--- config.mk ---
export PLATFORM = sky130hd
export DESIGN_NAME = float_pack
export DESIGN_NICKNAME = d
export VERILOG_FILES = /design/src/rtl/float_pack.sv
export SDC_FILE = /design/constraint.sdc
export NUM_CORES = 1
export LEC_CHECK = 0
export CORE_MARGIN = 2
export CORE_UTILIZATION = 41
export DETAILED_ROUTE_END_ITERATION = 8
export GPL_ROUTABILITY_DRIVEN = 0
export PLACE_DENSITY = 0.65
export REMOVE_ABC_BUFFERS = 1
export SKIP_LAST_GASP = 1
export SLEW_MARGIN = 25
export SYNTH_ARGS = -nofsm -noshare
export SYNTH_HDL_FRONTEND = slang
export SYNTH_SLANG_ARGS = --single-unit
--- constraint.sdc ---
create_clock -name clk -period 2.9 [get_ports clk]
set_clock_uncertainty 0.15 [all_clocks]
set_input_delay 0.725 -clock clk [delete_from_list [all_inputs] [get_ports clk]]
set_output_delay 0.725 -clock clk [all_outputs]
set_load 0.05 [all_outputs]
--- src/rtl/float_pack.sv ---
// Packs a signed exponent and an unnormalized significand into an IEEE-754 single.
// The significand is normalized by one shift per cycle, then truncated toward zero.
module float_pack #(
    parameter logic [2:0] ZERO      = 3'b000,
    parameter logic [2:0] INF       = 3'b001,
    parameter logic [2:0] SUBNORMAL = 3'b010,
    parameter logic [2:0] NORMAL    = 3'b011,
    parameter logic [2:0] NAN       = 3'b100
) (
    input  logic        clk,
    input  logic        rst_n,
    input  logic        in_valid,
    output logic        in_ready,
    input  logic [2:0]  in_type,
    input  logic        in_sign,
    input  logic [9:0]  in_exp,
    input  logic [23:0] in_mant,
    output logic        out_valid,
    input  logic        out_ready,
    output logic [31:0] out_data,
    output logic [2:0]  out_type
);

    typedef enum logic [1:0] {
        IDLE,
        NORM,
        DENORM,
        DONE
    } state_t;

    state_t             state_q, state_d;
    logic               sign_q, sign_d;
    logic signed [10:0] exp_q, exp_d;
    logic [23:0]        mant_q, mant_d;
    logic [31:0]        data_q, data_d;
    logic [2:0]         type_q, type_d;
    logic [31:0]        fin_data;
    logic [2:0]         fin_type;

    // Final encoding of the working sign/exponent/significand.
    always_comb begin
        fin_data = {sign_q, 8'h00, mant_q[22:0]};
        fin_type = SUBNORMAL;
        if (mant_q == 24'd0) begin
            fin_data = {sign_q, 31'd0};
            fin_type = ZERO;
        end else if (mant_q[23] && exp_q >= 11'sd255) begin
            fin_data = {sign_q, 8'hFF, 23'd0};
            fin_type = INF;
        end else if (mant_q[23]) begin
            fin_data = {sign_q, exp_q[7:0], mant_q[22:0]};
            fin_type = NORMAL;
        end
    end

    always_comb begin
        state_d = state_q;
        sign_d  = sign_q;
        exp_d   = exp_q;
        mant_d  = mant_q;
        data_d  = data_q;
        type_d  = type_q;
        case (state_q)
            IDLE: begin
                if (in_valid) begin
                    sign_d  = in_sign;
                    exp_d   = {in_exp[9], in_exp};
                    mant_d  = in_mant;
                    state_d = DONE;
                    if (in_type == ZERO) begin
                        data_d = {in_sign, 31'd0};
                        type_d = ZERO;
                    end else if (in_type == INF) begin
                        data_d = {in_sign, 8'hFF, 23'd0};
                        type_d = INF;
                    end else if (in_type == NORMAL || in_type == SUBNORMAL) begin
                        if (in_mant == 24'd0) begin
                            data_d = {in_sign, 31'd0};
                            type_d = ZERO;
                        end else begin
                            state_d = NORM;
                        end
                    end else begin
                        // Reserved codes are reported as quiet NaN.
                        data_d = {in_sign, 8'hFF, 23'h400000};
                        type_d = NAN;
                    end
                end
            end
            NORM: begin
                if (exp_q < 11'sd1) begin
                    state_d = DENORM;
                end else if (mant_q[23] || exp_q == 11'sd1) begin
                    data_d  = fin_data;
                    type_d  = fin_type;
                    state_d = DONE;
                end else begin
                    mant_d = {mant_q[22:0], 1'b0};
                    exp_d  = exp_q - 11'sd1;
                end
            end
            DENORM: begin
                if (mant_q == 24'd0 || exp_q >= 11'sd1) begin
                    data_d  = fin_data;
                    type_d  = fin_type;
                    state_d = DONE;
                end else begin
                    mant_d = {1'b0, mant_q[23:1]};
                    exp_d  = exp_q + 11'sd1;
                end
            end
            DONE: begin
                if (out_ready) begin
                    state_d = IDLE;
                end
            end
            default: state_d = IDLE;
        endcase
    end

    always_ff @(posedge clk or negedge rst_n) begin
        if (!rst_n) begin
            state_q <= IDLE;
            sign_q  <= 1'b0;
            exp_q   <= '0;
            mant_q  <= '0;
            data_q  <= '0;
            type_q  <= ZERO;
        end else begin
            state_q <= state_d;
            sign_q  <= sign_d;
            exp_q   <= exp_d;
            mant_q  <= mant_d;
            data_q  <= data_d;
            type_q  <= type_d;
        end
    end

    assign in_ready  = (state_q == IDLE);
    assign out_valid = (state_q == DONE);
    assign out_data  = data_q;
    assign out_type  = type_q;

endmodule

-- Word-level counts from Yosys, hierarchy flattened
Index checks and enable logic that the tools add are counted.
- order comparisons: 3
- multiplexer cells: 44
- equality and inequality tests: 16
- reductions and logical operators: 13
- add/sub/neg operators: 2
- operator list (cell ; count):
    $mux W32 ; 8
    $mux W24 ; 4
    $pmux W32 S3 ; 1
    $mux W31 ; 3
    $pmux W24 S3 ; 1
    $logic_not A24 Y1 ; 2
    $mux W11 ; 4
    $pmux W11 S3 ; 1
    $mux W3 ; 8
    $mux W2 ; 11
    $ne A2 B2 Y1 const B ; 6
    $add A11 B2 Y11 const B ; 1
    $eq A11 B2 Y1 const B ; 1
    $ge A11 B2 Y1 const B ; 1
    $ge A11 B9 Y1 const B ; 1
    $lt A11 B2 Y1 const B ; 1
    $sub A11 B2 Y11 const B ; 1
    $pmux W3 S3 ; 1
    $pmux W2 S4 ; 1
    $eq A3 B2 Y1 const B ; 2
    $reduce_and A6 Y1 ; 1
    $ne A5 B4 Y1 const B ; 1
    $reduce_and A5 Y1 ; 1
    $eq A2 B2 Y1 const B ; 2
    other kinds (12) ; 14
- register bits after elaboration: 73
- input port bits: 42
- output and inout port bits: 37
- logic and storage cells: 84

-- Depth between registers and ports, before layout
Gate-level depths: netlist of the first run.
- depth after elaboration: 7
- gate-level depth with buffers: 10
- depth with buffers taken out: 8

-- Worst setup path before layout of the first run
No wires, ideal clock.
- kind: flip-flop to flip-flop
- from: reg state_q[0]
- to: reg data_q[23], in the netlist out_data[23]
- stages on the path, launching flop included: 10
- arrival time: 2.294 ns
- data required time: 2.625 ns
- slack: 0.331 ns
- clock period less this slack: 2.569 ns
- setup time: 0.125 ns
- buffers on the path: 2
- cells stage by stage: dfrtp_1 -> inv_1 -> ha_1 -> nor2b_1 -> nor3b_1 -> a21oi_1 -> nand4bb_1 -> buf_2 -> buf_6 -> mux2_4
- cells in the longest elaborated chain, start to end: 3
- elaborated cells between the ends (all ways): 11
- those cells by class: eq/ne: 7; mux: 1; reduce/logical: 3
- RTL lines (item ; RTL line ; text):
    start: declaration ; 31 ; state_t state_q, state_d;
    start signal: assignment ; 130 ; state_q <= state_d;
    $logic_not A2 Y1 * ; -- ;
    net in_ready ; 13 ; output logic in_ready,
    $ne A5 B4 Y1 (no line), or another cell as far along ; -- ;
    $reduce_and A6 Y1 (no line) ; -- ;
    end signal: assignment ; 134 ; data_q <= data_d;
    end: declaration ; 35 ; logic [31:0] data_q, data_d;
Mark *: on every way through the listed nets, which the timed path passes. The rest lies on a longest branch.
A chain may end at the register's enable or synchronous reset.

-- Worst setup path after layout of the first run
- from: reg state_q[0]
- to: out out_valid
- cells in the longest elaborated chain, start to end: 1
- RTL lines (item ; RTL line ; text):
    $eq A2 B2 Y1 ; 140 ; assign out_valid = (state_q == DONE);
    end: declaration ; 18 ; output logic out_valid,
No other way between the ends.

==> results_tabular.tex, run 1 <==
\begin{tabular}{lr}
\hline
Metric & Value \\
\hline
\multicolumn{2}{l}{\textbf{Worst hold path}} \\
\quad Tightest Hold Check Type & in -> async \\
\multicolumn{2}{l}{\textbf{Synth}} \\
\quad Top area cells in the synthesized netlist & sky130\_fd\_sc\_hd\_\_dfrtp\_1 43\%, sky130\_fd\_sc\_hd\_\_nand2\_1 8.1\%, sky130\_fd\_sc\_hd\_\_o21ai\_0 6.3\%, sky130\_fd\_sc\_hd\_\_a221oi\_1 5.4\%, sky130\_fd\_sc\_hd\_\_o31ai\_1 4.6\% \\
\quad Share of async-settable or async-resettable flops after synthesis & 1.00 \\
\quad Synth cell types & 52 \\
\quad Most numerous cell in the Yosys netlist & sky130\_fd\_sc\_hd\_\_nand2\_1 \\
\quad Flop and latch count out of synthesis & between 70 and 80 \\
\quad Dominant register cell in the synthesized netlist & sky130\_fd\_sc\_hd\_\_dfrtp\_1 \\
\quad Cell area after technology mapping & about 4200 um\^{}2 \\
\quad Avg Inst Size Synth & 8.84 um\^{}2 \\
\quad Post-synth EDFFs & 0 \\
\quad Post-synth top area cell & sky130\_fd\_sc\_hd\_\_dfrtp\_1 \\
\quad Number of instances in the synthesized netlist & 478 \\
\quad Number of synthesis warnings & 0 \\
\quad Leading cell types by count after synthesis & 91 x sky130\_fd\_sc\_hd\_\_nand2\_1, 73 x sky130\_fd\_sc\_hd\_\_dfrtp\_1, 53 x sky130\_fd\_sc\_hd\_\_o21ai\_0, 46 x sky130\_fd\_sc\_hd\_\_nor2\_1, 27 x sky130\_fd\_sc\_hd\_\_clkbuf\_1 \\
\quad Proportion of netlist area held by the largest area contributor & 0.432 \\
\quad Share of synthesized area occupied by flip-flops and latches & 0.432 \\
\multicolumn{2}{l}{\textbf{Drt}} \\
\quad Total wirelength of the detailed-routed design & about 11 mm \\
\quad Iteration-0 DRC count of the detailed router & $\sim$220 \\
\quad Remaining antenna violation count & 0 \\
\quad Mean number of vias per cell & 5.53 \\
\quad WL/cell & about 16 um \\
\quad Vias after detailed routing & 3831 \\
\quad First-pass iteration count of the detailed router & 4 \\
\quad Final routed DRC violation total & 0 \\
\multicolumn{2}{l}{\textbf{Worst setup path}} \\
\quad Kind of launch point of the worst setup path & flop \\
\quad Worst-path maximum fanout & 5 \\
\quad Maximum single-stage delay on the critical path & 0.81 ns \\
\quad Startpoint of the worst register-to-register path & exp\_q[1]\$\_DFFE\_PN0P\_ \\
\quad Reg2Reg Setup Slack & roughly 0.29 ns \\
\quad Data arrival at the endpoint of the critical path & between 1.5 and 2 ns \\
\quad Reg2Reg Capture Point & mant\_q[19]\$\_DFFE\_PN0P\_ \\
\quad Slowest CP cell & sky130\_fd\_sc\_hd\_\_clkdlybuf4s50\_1 \\
\quad Crit. End Element & primary output \\
\quad Critical setup path kind & reg -> out \\
\quad Data required time of the worst path & 2.03 ns \\
\quad Startpoint of the most critical setup path & state\_q[0]\$\_DFFE\_PN0P\_ \\
\quad Reg2Reg Depth & 8 \\
\quad Ordered cell list for the critical path & ha\_1 -> clkdlybuf4s50\_1 \\
\multicolumn{2}{l}{\textbf{STA}} \\
\quad Tightest slew margin relative to the limit & 0.577 \\
\quad Sum Neg Setup Slack & 0 ns \\
\quad Slew at the pin closest to its max-slew limit & between 0.6 and 0.7 ns \\
\quad Final number of hold-violating endpoints & 0 \\
\quad Final worst-path cycle share & 0.925 \\
\quad Minimum period implied by the final worst setup slack & 2.68 ns \\
\quad Peak clock frequency supported by timing & around 370 MHz \\
\quad Max Transition Viols Final & 0 \\
\quad Final setup violation count & 0 \\
\quad Setup repair after global routing missed its margin & no \\
\multicolumn{2}{l}{\textbf{Floorplan}} \\
\quad Chip height & 106 um \\
\quad DIE AREA & between 10000 and 15000 um\^{}2 \\
\quad Number of standard-cell rows in the floorplan & 37 \\
\quad Top-level port count & $\sim$80 \\
\quad Die outline width & between 100 and 150 um \\
\quad Core box area & roughly 10000 um\^{}2 \\
\quad Initial cell density of the core & 0.415 \\
\multicolumn{2}{l}{\textbf{Global route}} \\
\quad Total global routing track utilization & 0.218 \\
\quad Total congestion overflow & 0 \\
\quad Via count of the first global-routing pass & between 3k and 4k \\
\quad Pin count of the biggest net entering global routing & between 40 and 50 \\
\quad Number of antenna violations at the first check in global routing & 0 \\
\quad Global-route wire length before repair & 19.5 mm \\
\multicolumn{2}{l}{\textbf{Pwr}} \\
\quad LEAKAGE & around 2.3 nW \\
\quad Max IR drop VDD & about 0.75 mV \\
\quad Power density over the cells & about 1500 nW/um\^{}2 \\
\multicolumn{2}{l}{\textbf{Final layout}} \\
\quad Nets & between 600 and 700 \\
\quad P\&R area growth vs syn & 29.8\% \\
\quad Number of diodes & 0 \\
\quad Fin area & approximately 5500 um\^{}2 \\
\quad Final cell utilization of the core & 0.538 \\
\quad Share of layout cells above drive strength 1 & 0.111 \\
\quad Filler cell count & roughly 980 \\
\multicolumn{2}{l}{\textbf{Clocking}} \\
\quad Maximum buffer depth of the clock tree & 2 \\
\quad Worst skew pair latency & between 0.3 and 0.4 ns \\
\quad Number of clock sinks & between 70 and 80 \\
\quad Clock tree from TritonCTS & done \\
\quad Post-CTS resize count & 0 \\
\quad Clock buffers created by TritonCTS & 9 \\
\quad Number of setup buffers added after CTS & 0 \\
\quad H-tree depth reported by CTS & 3 \\
\quad Root Driver & sky130\_fd\_sc\_hd\_\_clkbuf\_8 \\
\quad Post-CTS Hold Fix Bufs & 0 \\
\quad Clock-pin slew on the worst setup and hold paths & $\sim$0.080 ns \\
\multicolumn{2}{l}{\textbf{Place}} \\
\quad Port bufs & 78 \\
\quad Half-perimeter wire length after placement & between 8 and 9 mm \\
\quad Placed cell area & 5230 um\^{}2 \\
\multicolumn{2}{l}{\textbf{Status}} \\
\quad Outcome & finished clean \\
\multicolumn{2}{l}{\textbf{Run}} \\
\quad MaxCap Viol Count & 0 \\
\hline
\end{tabular}
metrics by stage:
stage | setup slack [ns] | std cells | power (W) | hold slack (ns)
final | 0.217 | 693 | 0.00798 | 0.0841
after global routing | 0.129 | 693 | 0.00861 | 0.0957
after CTS | 0.204 | 692 | 0.00797 | 0.0852
after detailed placement | -0.0243 | 676 | 0.00696 | 0.318
after global placement | 0.0159 | 676 | 0.00684 | 0.311
after floorplan | -1.17 | 440 | 0.00525 | 0.279
cell type report:
class	count	area (um^2)	area share
Clock buffer	12	145	0.0265
Clock inverter	4	98.8	0.0180
Inverter	9	33.8	0.00616
Multi-Input combinational cell	358	2200	0.401
Sequential cell	73	1830	0.333
Tap cell	136	170	0.0310
Timing Repair Buffer	101	1010	0.185
cell families after synthesis:
kind of cell	after synthesis	synth area share
mux	14	0.0453
flops	73	0.432
simple gates	187	0.204
fa+ha+maj	7	0.0207
compound gates	139	0.226
buf+inv	47	0.0492
xor+xnor	11	0.0228
power by group:
part / internal [W] / leakage, nW / switching (W)
clock: 0.000599 / 0.121 / 0.000400
combinational: 0.00200 / 1.21 / 0.00298
sequential: 0.00147 / 0.932 / 0.000530
total: 0.00407 / 2.26 / 0.00391
how the worst max path moves through the flow:
stage,to,cells after the start,slack (ns)
detailed placement,out_data[26]$_DFFE_PN0P_,9,-0.02
global route,out_data[22]$_DFFE_PN0P_,7,0.13
finish,out_valid,2,0.22
floorplan,out_data[23]$_DFFE_PN0P_,6,-1.17
global placement,out_data[30]$_DFFE_PN0P_,8,0.02
CTS,out_data[2]$_DFFE_PN0P_,6,0.20
worst max-delay path: cells and delay by family (launching register included):
| family | cells | cell delay (ns) |
|---|---|---|
| buf+inv | 1 | 0.81 |
| fa+ha+maj | 1 | 0.21 |
| flops | 1 | 0.42 |
routing by layer:
metal / vias up / GRT usage / part of all wire
li1: 1874 / - / -
met1: 1847 / 0.313 / 0.49
met2: 96 / 0.331 / 0.46
met3: 14 / 0.0383 / 0.036
met4: 0 / 0.0799 / 0.018
met5: - / 0 / 0
flip-flops by register name (all words and copies together), names as in the netlist:
name      cells
out_data     32
mant_q       24
exp_q        11
out_type      3
state_q       2
sign_q        1
layout by cell type, fill, tap and decap left out, types with 8 or more instances in the layout:
cell type	netlist	routed
sky130_fd_sc_hd__nor4_1	11	11
sky130_fd_sc_hd__o31ai_1	26	26
sky130_fd_sc_hd__mux2_4	10	10
sky130_fd_sc_hd__nor2_1	46	46
sky130_fd_sc_hd__nand2_1	91	91
sky130_fd_sc_hd__o21ai_0	53	53
sky130_fd_sc_hd__a21oi_1	13	13
sky130_fd_sc_hd__xnor2_1	9	9
sky130_fd_sc_hd__clkdlybuf4s50_1	0	76
sky130_fd_sc_hd__inv_1	8	8
sky130_fd_sc_hd__clkbuf_8	0	10
sky130_fd_sc_hd__dfrtp_1	73	73
sky130_fd_sc_hd__buf_4	2	18
sky130_fd_sc_hd__a221oi_1	26	26
(Power assumes the default switching activity.)
==> run 2: changes to the inputs <==
==> constraint.sdc (replaced) <==
create_clock -name clk -period 2.9 [get_ports clk]
set_clock_uncertainty 0.15 [all_clocks]
set_input_delay 0.29 -clock clk [delete_from_list [all_inputs] [get_ports clk]]
set_output_delay 0.29 -clock clk [all_outputs]
set_load 0.05 [all_outputs]
==> run 2 against run 1 <==
- core utilization fell by 0.68 points
- die area is the same
- maximum frequency grew 3.5%
- cell area down 1.3%
- clock power is 11% lower
- critical path depth grew 6
- register-to-register slack better by 0.02 ns
- sequential power about the same
- combinational power is 3% lower
- hold slack improved by 0.21 ns
- worst setup slack improved by 0.091 ns
- wire length shrank 2.9%
- critical path type is now reg -> reg
- largest cell class unchanged
==> results_tabular.tex, run 2 (synthesis gave the netlist of run 1 again) <==
\begin{tabular}{lr}
\hline
Metric & Value \\
\hline
\multicolumn{2}{l}{\textbf{Final layout}} \\
\quad Filler cell count & around 980 \\
\quad P\&R area growth vs syn & 28.2\% \\
\quad Largest register FFs & 32 \\
\quad Nets & just under 600 \\
\quad Top library cells by usage in the layout, fill and taps aside & 91 x sky130\_fd\_sc\_hd\_\_nand2\_1, 77 x sky130\_fd\_sc\_hd\_\_clkdlybuf4s50\_1, 73 x sky130\_fd\_sc\_hd\_\_dfrtp\_1 \\
\quad Fin area & between 5000 and 6000 um\^{}2 \\
\quad Share of layout cells above drive strength 1 & 0.102 \\
\quad Number of diodes & 0 \\
\quad Most common library cell in the layout ignoring fill and taps & sky130\_fd\_sc\_hd\_\_nand2\_1 \\
\multicolumn{2}{l}{\textbf{Floorplan}} \\
\quad Core box area & 10200 um\^{}2 \\
\quad Initial cell density of the core & 0.415 \\
\quad Number of standard-cell rows in the floorplan & 37 \\
\quad Chip height & between 100 and 150 um \\
\quad Die outline width & around 110 um \\
\quad Top-level port count & roughly 80 \\
\quad DIE AREA & $\sim$11000 um\^{}2 \\
\multicolumn{2}{l}{\textbf{Worst setup path}} \\
\quad Startpoint of the most critical setup path & exp\_q[1]\$\_DFFE\_PN0P\_ \\
\quad Kind of launch point of the worst setup path & flop \\
\quad Crit. End Element & flop \\
\quad Critical setup path kind & reg -> reg \\
\quad Data arrival at the endpoint of the critical path & between 2 and 3 ns \\
\quad Startpoint of the worst register-to-register path & exp\_q[1]\$\_DFFE\_PN0P\_ \\
\quad Worst-path maximum fanout & 48 \\
\quad Data required time of the worst path & around 3 ns \\
\multicolumn{2}{l}{\textbf{Pwr}} \\
\quad Net Sw Power & a little under 0.004 W \\
\quad LEAKAGE & roughly 2.2 nW \\
\quad Power density over the cells & between 1000 and 1500 nW/um\^{}2 \\
\quad Max IR drop VDD & approximately 0.75 mV \\
\quad Switching power as a share of total power & 0.500 \\
\quad Flop pwr share & 0.257 \\
\quad Internal power of the cells & roughly 0.0039 W \\
\quad Pwr Total & approximately 0.0077 W \\
\quad Clk pwr share & 0.116 \\
\quad Part of the power in combinational logic & 0.627 \\
\multicolumn{2}{l}{\textbf{Global route}} \\
\quad Total global routing track utilization & 0.207 \\
\quad Total congestion overflow & 0 \\
\quad Global-route wire length before repair & approximately 19 mm \\
\quad Pin count of the biggest net entering global routing & 74 \\
\quad Via count of the first global-routing pass & 3714 \\
\quad Number of antenna violations at the first check in global routing & 0 \\
\multicolumn{2}{l}{\textbf{Drt}} \\
\quad Top routing layer in use & met4 \\
\quad Mean number of vias per cell & roughly 5.6 \\
\quad Total wirelength of the detailed-routed design & 11.0 mm \\
\quad M1 WL & approximately 5.3 mm \\
\quad Met2 wire len & 4.92 mm \\
\quad Iteration-0 DRC count of the detailed router & between 200 and 300 \\
\quad Final routed DRC violation total & 0 \\
\quad WL/cell & roughly 16 um \\
\quad First-pass iteration count of the detailed router & 5 \\
\quad Routed wire length on met3 & 560 um \\
\quad Remaining antenna violation count & 0 \\
\quad Vias after detailed routing & roughly 3.8k \\
\multicolumn{2}{l}{\textbf{Place}} \\
\quad Setup WS pre-CTS & $\sim$0.26 ns \\
\quad Placed cell area & around 5100 um\^{}2 \\
\quad Half-perimeter wire length after placement & 7.65 mm \\
\quad Port bufs & just under 80 \\
\multicolumn{2}{l}{\textbf{STA}} \\
\quad Setup repair after global routing missed its margin & no \\
\quad Final setup violation count & 0 \\
\quad Peak clock frequency supported by timing & just under 400 MHz \\
\quad Post-route worst setup slack & 0.309 ns \\
\quad Final number of hold-violating endpoints & 0 \\
\quad Slew at the pin closest to its max-slew limit & between 0.6 and 0.7 ns \\
\quad Max Transition Viols Final & 0 \\
\quad Final worst-path cycle share & 0.894 \\
\quad Minimum period implied by the final worst setup slack & 2.59 ns \\
\quad Tightest slew margin relative to the limit & 0.586 \\
\multicolumn{2}{l}{\textbf{Worst hold path}} \\
\quad Tightest Hold Check Type & in -> async \\
\multicolumn{2}{l}{\textbf{Clocking}} \\
\quad Number of setup buffers added after CTS & 0 \\
\quad Maximum buffer depth of the clock tree & 2 \\
\quad Clock tree from TritonCTS & done \\
\quad Clock-pin slew on the worst setup and hold paths & $\sim$0.090 ns \\
\quad H-tree depth reported by CTS & 3 \\
\quad Worst skew pair latency & about 0.36 ns \\
\quad Root Driver & sky130\_fd\_sc\_hd\_\_clkbuf\_8 \\
\quad Number of clock sinks & 73 \\
\quad Clock buffers created by TritonCTS & 9 \\
\multicolumn{2}{l}{\textbf{Status}} \\
\quad Outcome & finished clean \\
\multicolumn{2}{l}{\textbf{Run}} \\
\quad MaxCap Viol Count & 0 \\
\hline
\end{tabular}
## run 2: layout make-up
cell class,instances,area [um^2],area share
Inverter,9,33.8,0.00624
Timing Repair Buffer,96,962,0.178
Tap cell,136,170,0.0314
Clock inverter,6,91.3,0.0169
Clock buffer,9,124,0.0229
Sequential cell,73,1830,0.337
Multi-Input combinational cell,358,2210,0.408
## run 2: worst max-delay path: stages (launching register included)
cell                      delay [ns]
sky130_fd_sc_hd__dfrtp_1        0.46
sky130_fd_sc_hd__inv_1          0.09
sky130_fd_sc_hd__ha_1           0.20
sky130_fd_sc_hd__nor2b_1        0.13
sky130_fd_sc_hd__a41oi_1        0.29
sky130_fd_sc_hd__inv_1          0.13
sky130_fd_sc_hd__a221o_4        0.56
sky130_fd_sc_hd__buf_12         0.22
sky130_fd_sc_hd__o31ai_1        0.26
## run 2: metrics by stage
| stage | utilization | instances | hold WS, ns | setup TNS (ns) |
|---|---|---|---|---|
| floorplan | - | 440 | -0.156 | -47.32 |
| global placement | 0.505 | 669 | 0.313 | 0 |
| detailed placement | 0.505 | 669 | 0.320 | 0 |
| CTS | 0.526 | 684 | 0.0328 | 0 |
| global route | 0.532 | 687 | 0.324 | 0 |
| finish | 0.532 | 687 | 0.292 | 0 |
## run 2: power groups by stage
| stage | Clock, W | Sequential [W] | Combinational [W] |
|---|---|---|---|
| finish | 0.000892 | 0.00198 | 0.00483 |
| global route | 0.000955 | 0.00206 | 0.00533 |
| CTS | 0.000902 | 0.00198 | 0.00477 |
| detailed placement | 0 | 0.00200 | 0.00476 |
| global placement | 0 | 0.00199 | 0.00469 |
| floorplan | 0 | 0.00242 | 0.00283 |
## run 2: worst paths after layout
path,endpoint,slack [ns],depth (start not counted)
max,mant_q[12]$_DFFE_PN0P_,0.31,8
min,out_data[9]$_DFFE_PN0P_,0.29,3
max reg2reg,mant_q[12]$_DFFE_PN0P_,0.31,8
min reg2reg,out_data[19]$_DFFE_PN0P_,0.33,2
max in group asynchronous,out_data[23]$_DFFE_PN0P_,1.74,4
min in group clk,out_data[19]$_DFFE_PN0P_,0.33,2
## run 2: timing repair
action / 4_1_cts / 5_1_grt
endpoints found under the setup margin: 0 / 1
endpoints found under the hold margin: 0 / 24
gates resized for setup: 0 / 1
hold buffers: 0 / 1
## run 2: per-layer routing
layer	global-route usage	vias up
met5	0	-
met4	0.0724	0
met3	0.0359	15
met2	0.313	123
met1	0.299	1830
li1	-	1864
==> run 3: changes to the inputs <==
HOLD_SLACK_MARGIN = 0.12   (was default)
SLEW_MARGIN = default   (was 25)
==> run 3 against run 2 <==
- combinational power fell by 0.8%
- highest routed layer unchanged
- critical path type unchanged
- count of clock-buffer cells in the layout unchanged
- core utilization decreased by 0.38 points
- via count decreased by 0.13%
- maximum frequency decreased by 1.9%
- global-route usage is essentially flat
- clock power barely moved
- cell count fell by 0.29%
==> results_tabular.tex, run 3 (synthesis gave the netlist of run 1 again) <==
\begin{tabular}{lr}
\hline
Metric & Value \\
\hline
\multicolumn{2}{l}{\textbf{Drt}} \\
\quad Remaining antenna violation count & 0 \\
\quad Iteration-0 DRC count of the detailed router & roughly 270 \\
\quad First-pass iteration count of the detailed router & 6 \\
\quad WL/cell & roughly 16 um \\
\quad Total wirelength of the detailed-routed design & roughly 11 mm \\
\quad Mean number of vias per cell & around 5.6 \\
\quad Final routed DRC violation total & 0 \\
\quad Vias after detailed routing & 3827 \\
\multicolumn{2}{l}{\textbf{Global route}} \\
\quad Total congestion overflow & 0 \\
\quad Total global routing track utilization & 0.207 \\
\quad Number of antenna violations at the first check in global routing & 0 \\
\quad Pin count of the biggest net entering global routing & 74 \\
\quad Global-route wire length before repair & approximately 19 mm \\
\quad Via count of the first global-routing pass & 3720 \\
\multicolumn{2}{l}{\textbf{Clocking}} \\
\quad Root Driver & sky130\_fd\_sc\_hd\_\_clkbuf\_8 \\
\quad Number of clock sinks & 73 \\
\quad H-tree depth reported by CTS & 3 \\
\quad Clock buffers created by TritonCTS & 9 \\
\quad Clock-pin slew on the worst setup and hold paths & 0.08 ns \\
\quad Clock tree from TritonCTS & done \\
\quad Maximum buffer depth of the clock tree & 2 \\
\quad Worst skew pair latency & 0.36 ns \\
\multicolumn{2}{l}{\textbf{Final layout}} \\
\quad Filler cell count & 980 \\
\quad Largest register FFs & 32 \\
\quad Most common library cell in the layout ignoring fill and taps & sky130\_fd\_sc\_hd\_\_nand2\_1 \\
\quad Cell Count, Final, Fillers Out & just under 700 \\
\quad Top library cells by usage in the layout, fill and taps aside & 91 x sky130\_fd\_sc\_hd\_\_nand2\_1, 77 x sky130\_fd\_sc\_hd\_\_clkdlybuf4s50\_1, 73 x sky130\_fd\_sc\_hd\_\_dfrtp\_1 \\
\quad Combined area of the multi-input logic cells & 2210 um\^{}2 \\
\quad Share of layout cells above drive strength 1 & 0.0984 \\
\quad Number of diodes & 0 \\
\quad Area occupied by registers & 1830 um\^{}2 \\
\quad Fin area & $\sim$5400 um\^{}2 \\
\quad P\&R area growth vs syn & 27.2\% \\
\quad Nets & roughly 590 \\
\multicolumn{2}{l}{\textbf{Worst hold path}} \\
\quad Worst Min Path Start & out\_data[19]\$\_DFFE\_PN0P\_ \\
\quad Worst Hold Path EP & out\_data[19]\$\_DFFE\_PN0P\_ \\
\quad Tightest Hold Check Type & reg -> reg \\
\quad Cells on Worst Hold Path & 2 \\
\multicolumn{2}{l}{\textbf{STA}} \\
\quad Tightest slew margin relative to the limit & 0.308 \\
\quad Max Transition Viols Final & 0 \\
\quad Final setup violation count & 0 \\
\quad Hold\_ws & about 0.33 ns \\
\quad Sum Neg Setup Slack & 0 ns \\
\quad Slew at the pin closest to its max-slew limit & just over 1 ns \\
\quad Minimum period implied by the final worst setup slack & 2.64 ns \\
\quad Final worst-path cycle share & 0.911 \\
\quad Final number of hold-violating endpoints & 0 \\
\quad Setup repair after global routing missed its margin & no \\
\quad Peak clock frequency supported by timing & $\sim$380 MHz \\
\multicolumn{2}{l}{\textbf{Pwr}} \\
\quad Max IR drop VDD & 0.733 mV \\
\quad LEAKAGE & about 2.2 nW \\
\quad Power density over the cells & $\sim$1400 nW/um\^{}2 \\
\quad Pwr Total & between 0.007 and 0.008 W \\
\multicolumn{2}{l}{\textbf{Place}} \\
\quad Half-perimeter wire length after placement & around 7.7 mm \\
\quad Port bufs & 78 \\
\quad Placed cell count & around 670 \\
\quad Placed cell area & 5140 um\^{}2 \\
\multicolumn{2}{l}{\textbf{Worst setup path}} \\
\quad Critical setup path kind & reg -> reg \\
\quad Crit. End Element & flop \\
\quad Data required time of the worst path & 3.03 ns \\
\quad Reg2Reg Capture Point & out\_data[22]\$\_DFFE\_PN0P\_ \\
\quad Reg2Reg Depth & 6 \\
\quad Kind of launch point of the worst setup path & flop \\
\quad Worst-path maximum fanout & 24 \\
\quad Startpoint of the worst register-to-register path & exp\_q[0]\$\_DFFE\_PN0P\_ \\
\quad Reg2Reg Setup Slack & approximately 0.26 ns \\
\quad Data arrival at the endpoint of the critical path & about 2.8 ns \\
\multicolumn{2}{l}{\textbf{Floorplan}} \\
\quad Chip height & around 110 um \\
\quad Number of standard-cell rows in the floorplan & 37 \\
\quad Die outline width & 106 um \\
\quad DIE AREA & roughly 11000 um\^{}2 \\
\quad Core box area & 10200 um\^{}2 \\
\quad Top-level port count & $\sim$80 \\
\quad Initial cell density of the core & 0.415 \\
\multicolumn{2}{l}{\textbf{Status}} \\
\quad Outcome & finished clean \\
\multicolumn{2}{l}{\textbf{Run}} \\
\quad MaxCap Viol Count & 0 \\
\hline
\end{tabular}
-- run 3: worst max-delay path, stage by stage, from the launching register on --
cell	delay, ns
sky130_fd_sc_hd__dfrtp_1	0.47
sky130_fd_sc_hd__ha_1	0.32
sky130_fd_sc_hd__o211ai_1	0.24
sky130_fd_sc_hd__a21oi_2	0.18
sky130_fd_sc_hd__a221oi_4	0.88
sky130_fd_sc_hd__a21oi_1	0.15
sky130_fd_sc_hd__o21ai_0	0.17
-- run 3: worst max-delay path by stage --
stage / from / to / slack (ns) / cells after the start
final: exp_q[0]$_DFFE_PN0P_ / out_data[22]$_DFFE_PN0P_ / 0.26 / 6
after floorplan: state_q[1]$_DFFE_PN0P_ / out_data[23]$_DFFE_PN0P_ / -1.17 / 6
after detailed placement: exp_q[0]$_DFFE_PN0P_ / out_data[5]$_DFFE_PN0P_ / 0.26 / 6
after global routing: exp_q[0]$_DFFE_PN0P_ / out_data[4]$_DFFE_PN0P_ / 0.006 / 6
after global placement: exp_q[0]$_DFFE_PN0P_ / out_data[22]$_DFFE_PN0P_ / 0.33 / 6
after CTS: exp_q[3]$_DFFE_PN0P_ / mant_q[4]$_DFFE_PN0P_ / 0.26 / 6
-- run 3: what timing repair did --
item | CTS | global route
gates resized for setup | 0 | 1
hold buffers | 1 | 0
endpoints found under the hold margin | 73 | 0
setup endpoints to repair | 0 | 3
setup buffers | 0 | 0
-- run 3: where the power goes --
group | internal, W | leakage, nW | switching [W]
clock | 0.000484 | 0.110 | 0.000409
combinational | 0.00187 | 1.16 | 0.00292
sequential | 0.00147 | 0.932 | 0.000512
total | 0.00382 | 2.20 | 0.00384
-- run 3: layer usage --
metal  GRT usage  part of all wire  vias up
li1            -                 -     1859
met1       0.298              0.48     1820
met2       0.314              0.44      132
met3      0.0359             0.053       16
met4      0.0724             0.020        0
met5           0                 0        -
-- run 3: through the flow --
stage / setup WS, ns / util
finish: 0.258 / 0.528
detailed placement: 0.263 / 0.505
global placement: 0.326 / 0.505
floorplan: -1.17 / -
global route: 0.00646 / 0.528
CTS: 0.258 / 0.527
-- run 3: cell type report --
class	count	area share
Multi-Input combinational cell	358	0.411
Sequential cell	73	0.340
Timing Repair Buffer	94	0.172
Tap cell	136	0.0316
Clock buffer	9	0.0230
Clock inverter	6	0.0170
Inverter	9	0.00628
